===== src/rtl/core_regs_pkg.sv =====
// Shared register-bank definitions for the matrix-multiply core: register
// indices, default sizes and the default reset image.
package core_regs_pkg;

    localparam int REG_COUNT_DEF = 11;
    localparam int REG_WIDTH_DEF = 12;

    localparam int IDX_R      = 0;
    localparam int IDX_ROW    = 1;
    localparam int IDX_CAT    = 2;
    localparam int IDX_CB     = 3;
    localparam int IDX_RNOW   = 4;
    localparam int IDX_CATNOW = 5;
    localparam int IDX_CBNOW  = 6;
    localparam int IDX_ALPHAP = 7;
    localparam int IDX_BETAP  = 8;
    localparam int IDX_GAMMAP = 9;
    localparam int IDX_TOTAL  = 10;

    // Entry i lives at bits [i*12 +: 12]; betap = 900, gammap = 1600, rest zero.
    localparam logic [REG_COUNT_DEF*REG_WIDTH_DEF-1:0] RESET_IMAGE_DEF =
        {12'd0, 12'd1600, 12'd900, 96'd0};

endpackage


===== src/rtl/onehot_sel.sv =====
// Decodes an N-bit select vector into its lowest set index plus
// one-hot / multi-hot flags.
module onehot_sel #(
    parameter int N     = 11,
    parameter int IDX_W = (N > 1) ? $clog2(N) : 1
) (
    input  logic [N-1:0]     vec,
    output logic [IDX_W-1:0] idx,
    output logic             is_onehot,
    output logic             is_multi
);

    always_comb begin
        idx = '0;
        for (int i = N - 1; i >= 0; i--) begin
            if (vec[i]) begin
                idx = IDX_W'(i);
            end
        end
    end

    // Clearing the lowest set bit leaves something only when two or more are set.
    assign is_multi  = (vec & (vec - 1'b1)) != '0;
    assign is_onehot = (vec != '0) && !is_multi;

endmodule


===== src/rtl/loop_reg_file.sv =====
// Per-core register file: bus writes, per-register clears, hardware loop
// counters with limit wrap, and read/write selection error flags.
module loop_reg_file
    import core_regs_pkg::*;
#(
    parameter int                               REG_COUNT   = REG_COUNT_DEF,
    parameter int                               REG_WIDTH   = REG_WIDTH_DEF,
    parameter logic [REG_COUNT*REG_WIDTH-1:0]   RESET_VALS  = RESET_IMAGE_DEF,
    parameter int                               CORE_NUMBER = 0,
    parameter int                               NUM_LOOPS   = 3,
    parameter int                               CNT_BASE    = IDX_RNOW,
    parameter int                               LIM_BASE    = IDX_ROW,
    parameter int                               DEFAULT_RD  = IDX_BETAP
) (
    input  logic                 clk,
    input  logic                 reset,
    input  logic [REG_COUNT-1:0] write_en,
    input  logic [REG_COUNT-1:0] clr_en,
    input  logic [NUM_LOOPS-1:0] inc_en,
    input  logic [REG_COUNT-1:0] read_en,
    input  logic [REG_WIDTH-1:0] datain,
    output logic [REG_WIDTH-1:0] dataout,
    output logic [NUM_LOOPS-1:0] wrap,
    output logic                 rd_err,
    output logic                 wr_conflict
);

    localparam int IDX_W = (REG_COUNT > 1) ? $clog2(REG_COUNT) : 1;

    logic [REG_WIDTH-1:0] regs_q [REG_COUNT];
    logic [REG_WIDTH-1:0] regs_d [REG_COUNT];
    logic [NUM_LOOPS-1:0] wrap_q, wrap_d;
    logic                 wr_conflict_q, wr_conflict_d;

    logic [IDX_W-1:0] wr_idx, rd_idx;
    logic             wr_onehot, wr_multi, wr_any;
    logic             rd_onehot, rd_multi;

    function automatic logic [REG_WIDTH-1:0] reset_val(input int i);
        if (i == REG_COUNT - 1) begin
            return REG_WIDTH'(CORE_NUMBER);
        end
        return RESET_VALS[i*REG_WIDTH +: REG_WIDTH];
    endfunction

    onehot_sel #(.N(REG_COUNT), .IDX_W(IDX_W)) u_wr_sel (
        .vec       (write_en),
        .idx       (wr_idx),
        .is_onehot (wr_onehot),
        .is_multi  (wr_multi)
    );

    onehot_sel #(.N(REG_COUNT), .IDX_W(IDX_W)) u_rd_sel (
        .vec       (read_en),
        .idx       (rd_idx),
        .is_onehot (rd_onehot),
        .is_multi  (rd_multi)
    );

    assign wr_any = wr_onehot || wr_multi;

    logic [NUM_LOOPS-1:0] inc_wrap;
    logic [NUM_LOOPS-1:0] inc_blocked;
    logic [REG_WIDTH-1:0] inc_val [NUM_LOOPS];

    for (genvar k = 0; k < NUM_LOOPS; k++) begin : g_loop
        localparam int CI = CNT_BASE + k;
        localparam int LI = LIM_BASE + k;
        logic [REG_WIDTH:0] cnt_plus1;

        // One extra bit so an all-ones counter cannot overflow the compare.
        assign cnt_plus1      = {1'b0, regs_q[CI]} + (REG_WIDTH+1)'(1);
        assign inc_wrap[k]    = cnt_plus1 >= {1'b0, regs_q[LI]};
        assign inc_val[k]     = inc_wrap[k] ? '0 : cnt_plus1[REG_WIDTH-1:0];
        assign inc_blocked[k] = clr_en[CI] || (wr_any && (int'(wr_idx) == CI));
    end

    always_comb begin
        regs_d        = regs_q;
        wrap_d        = '0;
        wr_conflict_d = wr_multi;
        for (int k = 0; k < NUM_LOOPS; k++) begin
            if (inc_en[k] && !inc_blocked[k]) begin
                regs_d[CNT_BASE+k] = inc_val[k];
                wrap_d[k]          = inc_wrap[k];
            end
        end
        for (int i = 0; i < REG_COUNT; i++) begin
            if (clr_en[i]) begin
                regs_d[i] = '0;
            end
        end
        // Applied last so a write overrides clear and increment on its target.
        if (wr_any) begin
            regs_d[wr_idx] = datain;
        end
    end

    always_ff @(posedge clk or posedge reset) begin
        if (reset) begin
            for (int i = 0; i < REG_COUNT; i++) begin
                regs_q[i] <= reset_val(i);
            end
            wrap_q        <= '0;
            wr_conflict_q <= 1'b0;
        end else begin
            regs_q        <= regs_d;
            wrap_q        <= wrap_d;
            wr_conflict_q <= wr_conflict_d;
        end
    end

    assign dataout     = rd_onehot ? regs_q[rd_idx] : regs_q[DEFAULT_RD];
    assign rd_err      = rd_multi || (read_en == '0);
    assign wrap        = wrap_q;
    assign wr_conflict = wr_conflict_q;

endmodule


===== config.mk =====
export PLATFORM = sky130hd
export DESIGN_NAME = loop_reg_file
export DESIGN_NICKNAME = d
export VERILOG_FILES = /design/src/rtl/core_regs_pkg.sv /design/src/rtl/onehot_sel.sv /design/src/rtl/loop_reg_file.sv
export SDC_FILE = /design/constraint.sdc
export NUM_CORES = 1
export LEC_CHECK = 0
export ABC_AREA = 1
export CAP_MARGIN = 25
export CORE_UTILIZATION = 65
export DETAILED_ROUTE_END_ITERATION = 10
export PLACE_DENSITY = 0.87
export SYNTH_ARGS = -nofsm -noshare
export SYNTH_HDL_FRONTEND = slang
export SYNTH_SLANG_ARGS = --single-unit

===== constraint.sdc =====
create_clock -name clk -period 7.9 [get_ports clk]
set_input_delay 1.185 -clock clk [delete_from_list [all_inputs] [get_ports clk]]
set_output_delay 1.185 -clock clk [all_outputs]
set_load 0.1 [all_outputs]

==> summary.md, run 1 <==
| Metric | Value |
|---|---|
| Critical path cell sequence | clkdlybuf4s50_1, inv_2, nand2_2, buf_4, nand2_1, nand3_1, nand2_1, a21oi_1, a21oi_2, buf_4 |
| Placeable Area | 0.0141 mm^2 |
| Compound-Gate Fraction of Synth Area | 12.5% |
| XOR/XNOR Fraction of Synth Area | 2.76% |
| Die X | 123 um |
| Max-cap viol count | 0 |
| Post-CTS setup buffer count | 0 |
| Outcome | complete, no violations |
| Synth cell types | 43 |
| Num rows | 43 |
| Crit path launch | read_en[0] |
| Max-slew violation count | 0 |
| FFs w/ async S/R, synth | 100% |
| Drt total wl | 30300 um |
| Simple-Gate Fraction of Synth Area | 32.0% |
| Adder-cell share of the synthesized area | 5.12% |
| FMAX | 175 MHz |
| Post-synth top cells | nand3_1 (274), nand2_1 (224), inv_1 (196) |
| Slowest-stage cell, CP | nand2_2 |
| I/O Buffers | 66 |
| Mapped Cells | 1338 |
| Syn Area/Cell | 7.13 um^2 |
| Netlist Area Pre-Place | 0.00953 mm^2 |
| Hold Path Class | reg -> reg |
| Worst clock skew | 0.00992 ns |
| Total CTS buffers | 17 |
| EDFF count, synth | 0 |
| Clock slew at reported path FFs | 0.06 ns |
| WHS Endpoint | regs_q[107] |
| Area contributors post-synth | dfrtp_1 (34%), nand3_1 (14%), nand2_1 (8.8%) |
| Crit path DAT | 4.52 ns |
| Hold_buf cts | 0 |
| Fin crit share | 72.2% |
| VDD IR max | 179 uV |
| CTS tree | done |
| Most frequent cell after synthesis | nand3_1 |
| Mux contribution to synthesized area | 0% |
| GP Congestion | 0.991 |
| Hold path depth | 2 |
| Clock root buffer | clkbuf_16 |
| Die area | 0.0152 mm^2 |
| P per Cell Area | 186 mW/mm^2 |
| Max incr delay on CP | 0.79 ns |
| Avg WL per Cell | 19.5 um |
| FF-to-FF Start | regs_q[72] |
| Resize count post-CTS | 0 |
| P&R area growth vs syn | 12.3% |
| Final setup fails | 0 |
| Worst setup EP type | output pin |
| Hold Crit Start | regs_q[107] |
| Yosys top cell by area | dfrtp_1 |
| GRT Total Usage | 41.4% |
| Post-DP HPWL | 21000 um |
| H-tree depth | 4 |
| Post-layout power | 1.99 mW |
| ANT nets after route | 0 |
| Tmin final | 5.71 ns |
| Largest net degree at the start of global routing | 74 |
| Post-Syn Nets | 1427 |
| Initial core utilization | 67.6% |
| Slew headroom | 29.9% |
| Nets | 1450 |
| Max Fanout on Critical Path | 61 |
| Drc violations | 0 |
| Router iterations before antenna repair | 6 |
| FF-to-FF End | regs_q[73] |
| R2R depth | 17 |
| Final Hold Viols | 0 |
| Pleak | 5.18 nW |
| Final TNS setup | 0 ns |
| # clock sinks | 136 |
| Initial antenna violation count | 0 |
| Vias | 9751 |
| First-pass GRT wire length | 46500 um |
| Largest family of logic cells by synthesized area | simple AND/OR/NAND/NOR gates |
| Critical Path RT | 6.71 ns |
| GRT overflow | 0 |
| Skew-Pair Late Insertion Delay | 0.44 ns |
| # IOs | 67 |
| WS Path Type | in -> out |
| Iter 0 DRT Violations | 1248 |
| Antenna diodes | 0 |
| Ys flop type | dfrtp_1 |
| Startpoint Class | input pin |
| RSZ-0062 raised after global routing | false |
| Yosys warns | 0 |
| Top cell type's share of synthesized area | 33.9% |
| Flops & latches, synth | 136 |
| Sequential-to-total area share from yosys stat | 35.8% |
| Reg-to-reg slack, setup | 4.45 ns |
| Worst Tran Pin Value | 1.05 ns |
| Avg Vias per Cell | 6.27 |
| Layout cells sized above 1 | 9.97% |
| Die Y | 123 um |
| Vias in the first global route | 8621 |
| Clock Path Buffers | 2 |
[cells in the final DEF, fill, tap and decap left out, drive strengths merged]
master,netlist,final
ha,39,39
clkdlybuf4s50,0,54
nand3,277,277
xor2,30,30
a21oi,64,64
nor2,60,60
a221oi,1,1
a211oi,1,1
bufinv,0,1
nand4,28,28
nand2,241,241
dfstp,7,7
a22oi,1,1
dfrtp,129,129
nor4,4,4
clkbuf,34,18
o221ai,2,2
o21a,1,1
nor3,10,10
o22ai,1,1
o21ai,133,133
o21bai,2,2
clkinv,2,3
clkinvlp,0,3
buf,31,15
inv,214,223
o2111ai,1,1
o211ai,8,8
nand3b,17,17
[layout make-up]
| class | instances | area [um^2] |
|---|---|---|
| clock buffers | 18 | 439 |
| clock inverters | 14 | 153 |
| fillers | 1111 | 3380 |
| inverters | 216 | 821 |
| multi-input cells | 921 | 5000 |
| flip-flops and latches | 136 | 3410 |
| well taps | 180 | 225 |
| repair buffers | 69 | 666 |
[critical path, delay by kind of cell]
family,cells,cell delay (ns)
simple gates,4,1.06
compound gates,2,0.23
buf+inv,4,2.01
[cells by family (layout without fill, tap and decap cells)]
group           Yosys count  after routing
fa+ha+maj                39             39
compound gates          215            215
buf+inv                 281            317
xor+xnor                 30             30
simple gates            637            637
flops                   136            136
[per-layer routing]
metal	track usage, %	wire length [um]	up-vias
met1	57.1	12300	4508
met4	21.8	1420	0
met3	10.5	3580	114
met5	0	0	-
met2	60.0	13000	670
li1	-	-	4459
[registers in the layout (all words and copies together), names as in the netlist]
register     count
regs_q         132
wr_conflict      1
wrap             3
[report_power, final]
part | leakage (nW) | internal, mW | switching [mW]
registers | 1.81 | 0.727 | 0.0261
logic | 3.08 | 0.135 | 0.287
clock network | 0.284 | 0.456 | 0.358
[worst max-delay path by stage]
stage / to / depth (start not counted)
finish: dataout[2] / 10
global route: dataout[2] / 10
CTS: dataout[2] / 17
detailed placement: dataout[2] / 17
global placement: dataout[9] / 17
floorplan: regs_q[0] / 1
[stage by stage]
step	hold WS [ns]	util, %	worst slack (ns)	cells	cell area (um^2)
floorplan	0.469	-	3.09	1338	9530
global placement	0.491	71.6	1.89	1521	10100
detailed placement	0.501	71.6	1.84	1521	10100
CTS	0.515	75.8	1.82	1553	10700
global route	0.534	76.0	2.02	1554	10700
finish	0.513	76.0	2.19	1554	10700
Power figures use the tool's default switching activity.
==> inputs of run 2 (changes only) <==
--- a/config.mk
+++ b/config.mk
@@ -7,9 +7,9 @@
 export LEC_CHECK = 0
 export ABC_AREA = 1
 export CAP_MARGIN = 25
-export CORE_UTILIZATION = 65
+export CORE_UTILIZATION = 54
 export DETAILED_ROUTE_END_ITERATION = 10
-export PLACE_DENSITY = 0.87
+export PLACE_DENSITY = 0.77
 export SYNTH_ARGS = -nofsm -noshare
 export SYNTH_HDL_FRONTEND = slang
 export SYNTH_SLANG_ARGS = --single-unit
==> constraint.sdc (replaced) <==
create_clock -name clk -period 4.62 [get_ports clk]
set_input_delay 0.693 -clock clk [delete_from_list [all_inputs] [get_ports clk]]
set_output_delay 0.693 -clock clk [all_outputs]
set_load 0.1 [all_outputs]
==> run 2 against run 1 <==
Net effect:
- highest routed layer unchanged
- largest power group unchanged
- die area is 20% higher
- clock skew down 0.0027 ns
- global-route usage decreased by 6.0 points
==> summary.md, run 2 (synthesized netlist as in run 1, its figures left out) <==
| Metric | Value |
|---|---|
| Slew headroom | 35.5% (was 29.9%) |
| Hold Path Class | reg -> reg (unchanged) |
| Worst clock skew | 0.00718 ns (was 0.00992 ns) |
| Storage element area | 0.00341 mm^2 (unchanged) |
| Final TNS setup | 0 ns (unchanged) |
| Final Hold Viols | 0 (unchanged) |
| Outcome | complete, no violations (unchanged) |
| Fin worst setup slack | 0.794 ns (was 2.19 ns) |
| # IOs | 67 (unchanged) |
| Largest net degree at the start of global routing | 100 (was 74) |
| # clock sinks | 136 (unchanged) |
| Skew-Pair Late Insertion Delay | 0.43 ns (was 0.44 ns) |
| Clock root buffer | clkbuf_16 (unchanged) |
| RSZ-0062 raised after global routing | false (unchanged) |
| GRT Total Usage | 35.4% (was 41.4%) |
| Max Fanout on Critical Path | 13 (was 61) |
| Drt total wl | 31000 um (was 30300 um) |
| P per Cell Area | 326 mW/mm^2 (was 186 mW/mm^2) |
| CTS tree | done (unchanged) |
| WS Path Type | in -> out (unchanged) |
| Die X | 135 um (was 123 um) |
| GRT overflow | 0 (unchanged) |
| R2R depth | 17 (unchanged) |
| Max-slew violation count | 0 (unchanged) |
| Most common cell after layout, fill and taps aside | nand3_1 (unchanged) |
| H-tree depth | 4 (unchanged) |
| P&R area growth vs syn | 15.8% (was 12.3%) |
| Initial core utilization | 55.1% (was 67.6%) |
| Finished Layout Cells | 1604 (was 1554) |
| Pleak | 5.28 nW (was 5.18 nW) |
| Max incr delay on CP | 0.47 ns (was 0.79 ns) |
| Clock Path Buffers | 2 (unchanged) |
| Avg WL per Cell | 19.3 um (was 19.5 um) |
| Largest register FFs | 132 (unchanged) |
| Post-DP HPWL | 21900 um (was 21000 um) |
| Total CTS buffers | 17 (unchanged) |
| Startpoint Class | input pin (unchanged) |
| Sequential Power Share | 35.7% (was 37.9%) |
| First-pass GRT wire length | 48500 um (was 46500 um) |
| Vias in the first global route | 8815 (was 8621) |
| FF-to-FF End | regs_q[73] (unchanged) |
| Area of the multi-input gates | 0.00500 mm^2 (unchanged) |
| Final setup fails | 0 (unchanged) |
| WHS Endpoint | regs_q[98] (was regs_q[107]) |
| Die Y | 135 um (was 123 um) |
| Placed cell count | 1572 (was 1521) |
| Initial antenna violation count | 0 (unchanged) |
| Most frequent cells in the layout | nand3_1 (274), nand2_1 (223), inv_1 (195), dfrtp_1 (129), o21ai_0 (123) (unchanged) |
| Reg-to-reg slack, setup | 1.24 ns (was 4.45 ns) |
| Resize count post-CTS | 0 (unchanged) |
| VDD IR max | 243 uV (was 179 uV) |
| Int Pwr | 2.50 mW (was 1.32 mW) |
| Drc violations | 0 (unchanged) |
| Switching power | 1.11 mW (was 0.671 mW) |
| Critical Path RT | 3.93 ns (was 6.71 ns) |
| Worst setup EP type | output pin (unchanged) |
| Largest delay share family, worst path | buffers and inverters (unchanged) |
| Hold_buf cts | 0 (unchanged) |
| Layout cells sized above 1 | 10.3% (was 9.97%) |
| Die area | 0.0182 mm^2 (was 0.0152 mm^2) |
| FMAX | 261 MHz |
| Avg Vias per Cell | 5.93 (was 6.27) |
| Fin crit share | 82.8% |
| Vias | 9507 (was 9751) |
| Sw frac | 30.7% (was 33.7%) |
| Worst Tran Pin Value | 0.965 ns (was 1.05 ns) |
| Tmin final | 3.83 ns |
| Antenna diodes | 0 (unchanged) |
| Nets | 1455 (was 1450) |
| Logic pwr share | 20.3% (was 21.2%) |
| Router iterations before antenna repair | 6 (unchanged) |
| Hold Crit Start | regs_q[98] (was regs_q[107]) |
| Critical path cell sequence | clkdlybuf4s50_1, nor2_2, nand2_2, nor2_2, inv_2, nor2_4, inv_2, a21oi_2, inv_1, nand3_1, a21oi_2, buf_12 (was clkdlybuf4s50_1, inv_2, nand2_2, buf_4, nand2_1, nand3_1, nand2_1, a21oi_1, a21oi_2, buf_4) |
| Fillers | 1568 (was 1111) |
| Post-CTS setup buffer count | 0 (unchanged) |
| Buf+Inv Stages, Crit Path | 5 (was 4) |
| Hold path depth | 2 (unchanged) |
| FF-to-FF Start | regs_q[72] (unchanged) |
| Placeable Area | 0.0173 mm^2 (was 0.0141 mm^2) |
| Max-cap viol count | 0 (unchanged) |
| Crit path DAT | 3.13 ns (was 4.52 ns) |
| Clock slew at reported path FFs | 0.06 ns (about the same) |
| ANT nets after route | 0 (unchanged) |
| Most flop-heavy register | regs_q (unchanged) |
| Iter 0 DRT Violations | 1197 (was 1248) |
| I/O Buffers | 66 (unchanged) |
| Num rows | 48 (was 43) |
| Clock power share | 43.9% (was 40.9%) |
| Pre-CTS WS | 0.802 ns (was 1.84 ns) |
| Slowest-stage cell, CP | a21oi_2 (was nand2_2) |
| GP Congestion | 0.972 (was 0.991) |
run 2: metal layers:
layer | GRT usage, % | up-vias | routed length [um]
met1 | 48.0 | 4435 | 13100
met3 | 7.66 | 94 | 2770
met2 | 53.9 | 509 | 13800
met5 | 0 | - | 0
met4 | 16.9 | 0 | 1280
li1 | - | 4469 | -
run 2: worst max-delay path by stage:
stage / to / slack (ns) / from / depth (start not counted)
floorplan: regs_q[0] / 0.30 / reset / 1
global placement: dataout[0] / 0.83 / read_en[0] / 12
detailed placement: dataout[0] / 0.80 / read_en[0] / 12
CTS: dataout[0] / 0.80 / read_en[0] / 12
global route: dataout[6] / 0.60 / read_en[0] / 12
finish: dataout[0] / 0.79 / read_en[0] / 12
run 2: area by class of cell:
cell class              count  area share, %
multi-input cells         921           45.3
flip-flops and latches    136           30.9
repair buffers             74           7.71
inverters                 216           7.44
clock buffers              18           3.89
well taps                 225           2.55
clock inverters            14           2.23
run 2: worst register-to-register path: stages (launching register included):
cell and delay, ns:
dfrtp_1 0.48, ha_1 0.24, nand3_1 0.13, nor2_1 0.17
inv_1 0.07, nor2_1 0.20, xor2_1 0.26, inv_1 0.07
ha_1 0.31, a21oi_1 0.14, nor2_1 0.05, a211oi_1 0.17
nor2_1 0.07, nor2_1 0.13, nand3_1 0.33, o21ai_0 0.30
nand2_1 0.08, o21ai_0 0.08
run 2: power groups by stage:
stage / sequential [mW] / clock [mW] / combinational, mW
3_5_place_dp: 1.31 / 0 / 0.703
6_report: 1.29 / 1.58 / 0.732
5_1_grt: 1.29 / 1.64 / 0.798
2_1_floorplan: 1.32 / 0 / 0.472
3_3_place_gp: 1.30 / 0 / 0.693
4_1_cts: 1.29 / 1.59 / 0.713
run 2: metrics by stage:
| step | power (mW) | area, um^2 | util [%] | hold WS, ns |
|---|---|---|---|---|
| finish | 3.60 | 11000 | 63.8 | 0.504 |
| CTS | 3.58 | 11000 | 63.8 | 0.510 |
| detailed placement | 2.01 | 10400 | 59.9 | 0.493 |
| global placement | 2.00 | 10400 | 59.9 | 0.487 |
| global route | 3.73 | 11000 | 63.8 | 0.532 |
| floorplan | 1.79 | 9530 | - | 0.469 |
==> inputs of run 3 (changes only) <==
--- a/config.mk
+++ b/config.mk
@@ -7,9 +7,9 @@
 export LEC_CHECK = 0
 export ABC_AREA = 1
 export CAP_MARGIN = 25
-export CORE_UTILIZATION = 54
+export CORE_UTILIZATION = 60
 export DETAILED_ROUTE_END_ITERATION = 10
-export PLACE_DENSITY = 0.77
+export PLACE_DENSITY = 0.81
 export SYNTH_ARGS = -nofsm -noshare
 export SYNTH_HDL_FRONTEND = slang
 export SYNTH_SLANG_ARGS = --single-unit
==> constraint.sdc (replaced) <==
create_clock -name clk -period 4 [get_ports clk]
set_input_delay 0.6 -clock clk [delete_from_list [all_inputs] [get_ports clk]]
set_output_delay 0.6 -clock clk [all_outputs]
set_load 0.1 [all_outputs]
==> run 3 against run 2 <==
Net effect:
- first-iteration DRC count rose by 13%
- worst setup slack lost 0.41 ns
- worst hold slack better by 0.0029 ns
- critical endpoint is now dataout[1]
==> summary.md, run 3 (synthesized netlist as in run 1, its figures left out) <==
| Metric | Value |
|---|---|
| Slew headroom | 35.5% (about the same) |
| R2R depth | 17 (unchanged) |
| Final TNS setup | 0 ns (unchanged) |
| ANT nets after route | 0 (unchanged) |
| FF-to-FF Start | regs_q[72] (unchanged) |
| Clock Path Buffers | 2 (unchanged) |
| Clock slew at reported path FFs | 0.06 ns (about the same) |
| FMAX | 277 MHz |
| Pleak | 5.24 nW (was 5.28 nW) |
| GRT overflow | 0 (unchanged) |
| Num rows | 45 (was 48) |
| Fin crit share | 90.3% |
| M1 wire length | 12400 um (was 13100 um) |
| Startpoint Class | input pin (unchanged) |
| Die area | 0.0164 mm^2 (was 0.0182 mm^2) |
| Max-slew violation count | 0 (unchanged) |
| Router iterations before antenna repair | 8 (was 6) |
| Tmin final | 3.61 ns |
| Hold Crit Start | regs_q[119] (was regs_q[98]) |
| Die X | 128 um (was 135 um) |
| Cell area after layout | 0.0110 mm^2 (about the same) |
| Clock root buffer | clkbuf_16 (unchanged) |
| Dpl cell area | 0.0104 mm^2 (about the same) |
| Die Y | 128 um (was 135 um) |
| Initial antenna violation count | 0 (unchanged) |
| Final Hold Viols | 0 (unchanged) |
| Crit path launch | read_en[0] (unchanged) |
| Worst clock skew | 0.0150 ns (was 0.00718 ns) |
| Most common cell after layout, fill and taps aside | nand3_1 (unchanged) |
| Hold path depth | 2 (unchanged) |
| Worst setup EP type | output pin (unchanged) |
| Most frequent cells in the layout | nand3_1 (274), nand2_1 (223), inv_1 (195), dfrtp_1 (129), o21ai_0 (123) (unchanged) |
| H-tree depth | 4 (unchanged) |
| Reg-to-reg slack, setup | 0.66 ns (was 1.24 ns) |
| Critical Path RT | 3.40 ns (was 3.93 ns) |
| Routed met3 length | 3400 um (was 2770 um) |
| Post-DP HPWL | 21500 um (was 21900 um) |
| GP Congestion | 0.987 (was 0.972) |
| Iter 0 DRT Violations | 1354 (was 1197) |
| Antenna diodes | 0 (unchanged) |
| Core Util, Final | 71.3% (was 63.8%) |
| WHS Endpoint | regs_q[119] (was regs_q[98]) |
| Initial core utilization | 62.0% (was 55.1%) |
| Vias in the first global route | 8940 (was 8815) |
| First-pass GRT wire length | 48700 um (was 48500 um) |
| RSZ-0062 raised after global routing | false (unchanged) |
| Most flop-heavy register | regs_q (unchanged) |
| Placeable Area | 0.0154 mm^2 (was 0.0173 mm^2) |
| Vias | 9689 (was 9507) |
| Total CTS buffers | 17 (unchanged) |
| Crit path DAT | 3.01 ns (was 3.13 ns) |
| P per Cell Area | 359 mW/mm^2 (was 326 mW/mm^2) |
| CTS tree | done (unchanged) |
| Hold_buf cts | 0 (unchanged) |
| Skew-Pair Late Insertion Delay | 0.44 ns (was 0.43 ns) |
| Max Fanout on Critical Path | 13 (unchanged) |
| Nets | 1455 (unchanged) |
| Post-layout power | 3.94 mW (was 3.60 mW) |
| Met2 WL | 13400 um (was 13800 um) |
| Hold Path Class | reg -> reg (unchanged) |
| Drt total wl | 30600 um (was 31000 um) |
| Pre-CTS WS | 0.441 ns (was 0.802 ns) |
| WS Path Type | in -> out (unchanged) |
| Avg Vias per Cell | 6.09 (was 5.93) |
| Resize count post-CTS | 0 (unchanged) |
| Max-cap viol count | 0 (unchanged) |
| Post-CTS setup buffer count | 0 (unchanged) |
| Largest register FFs | 132 (unchanged) |
| Drc violations | 0 (unchanged) |
| Final setup fails | 0 (unchanged) |
| Fin worst setup slack | 0.386 ns (was 0.794 ns) |
| P&R area growth vs syn | 14.9% (was 15.8%) |
| Outcome | complete, no violations (unchanged) |
| Worst Tran Pin Value | 0.965 ns (about the same) |
| Max Used Layer | met4 (unchanged) |
| Largest net degree at the start of global routing | 137 (was 100) |
| # IOs | 67 (unchanged) |
| Avg WL per Cell | 19.3 um (about the same) |
| VDD IR max | 317 uV (was 243 uV) |
| Layout cells sized above 1 | 10.4% (was 10.3%) |
| FF-to-FF End | regs_q[82] (was regs_q[73]) |
| I/O Buffers | 66 (unchanged) |
| GRT Total Usage | 39.4% (was 35.4%) |
| # clock sinks | 136 (unchanged) |
[run 3: critical path, stage by stage]
cell,delay [ns]
clkdlybuf4s50_1,0.46
nor2_2,0.20
nand2_2,0.08
nor2_2,0.11
inv_2,0.07
nor2_4,0.11
inv_2,0.06
a21oi_2,0.49
inv_1,0.37
nand3_1,0.21
a21oi_2,0.08
buf_12,0.17
[run 3: cell type report]
class,count,area (um^2)
Multi-Input combinational cell,921,5000
Fill cell,1263,4410
Sequential cell,136,3410
Timing Repair Buffer,74,876
Inverter,216,820
Clock buffer,17,425
Tap cell,211,264
Clock inverter,15,164
[run 3: worst max-delay path by stage]
stage             endpoint  slack (ns)  cells past startpoint
3_3_place_gp    dataout[2]        0.51                     12
4_1_cts         dataout[1]        0.43                     12
2_1_floorplan  dataout[10]        0.61                     14
6_report        dataout[1]        0.39                     12
3_5_place_dp   dataout[11]        0.44                     12
5_1_grt         dataout[4]        0.20                     12
[run 3: power by group]
group          total [mW]  internal [mW]  switching (mW)
Combinational       0.840          0.272           0.567
Clock                1.61          0.930           0.682
Sequential           1.49           1.44          0.0507
Total                3.94           2.64            1.30
[run 3: through the flow]
stage          hold slack (ns)  cells
6_report                 0.507   1590
5_1_grt                  0.530   1590
4_1_cts                  0.513   1590
3_5_place_dp             0.499   1558
3_3_place_gp             0.485   1558
2_1_floorplan            0.469   1338
[run 3: layer usage]
metal,GRT usage [%],up-vias
li1,-,4478
met1,54.2,4471
met2,58.4,624
met3,8.60,116
met4,20.3,0
met5,0,-
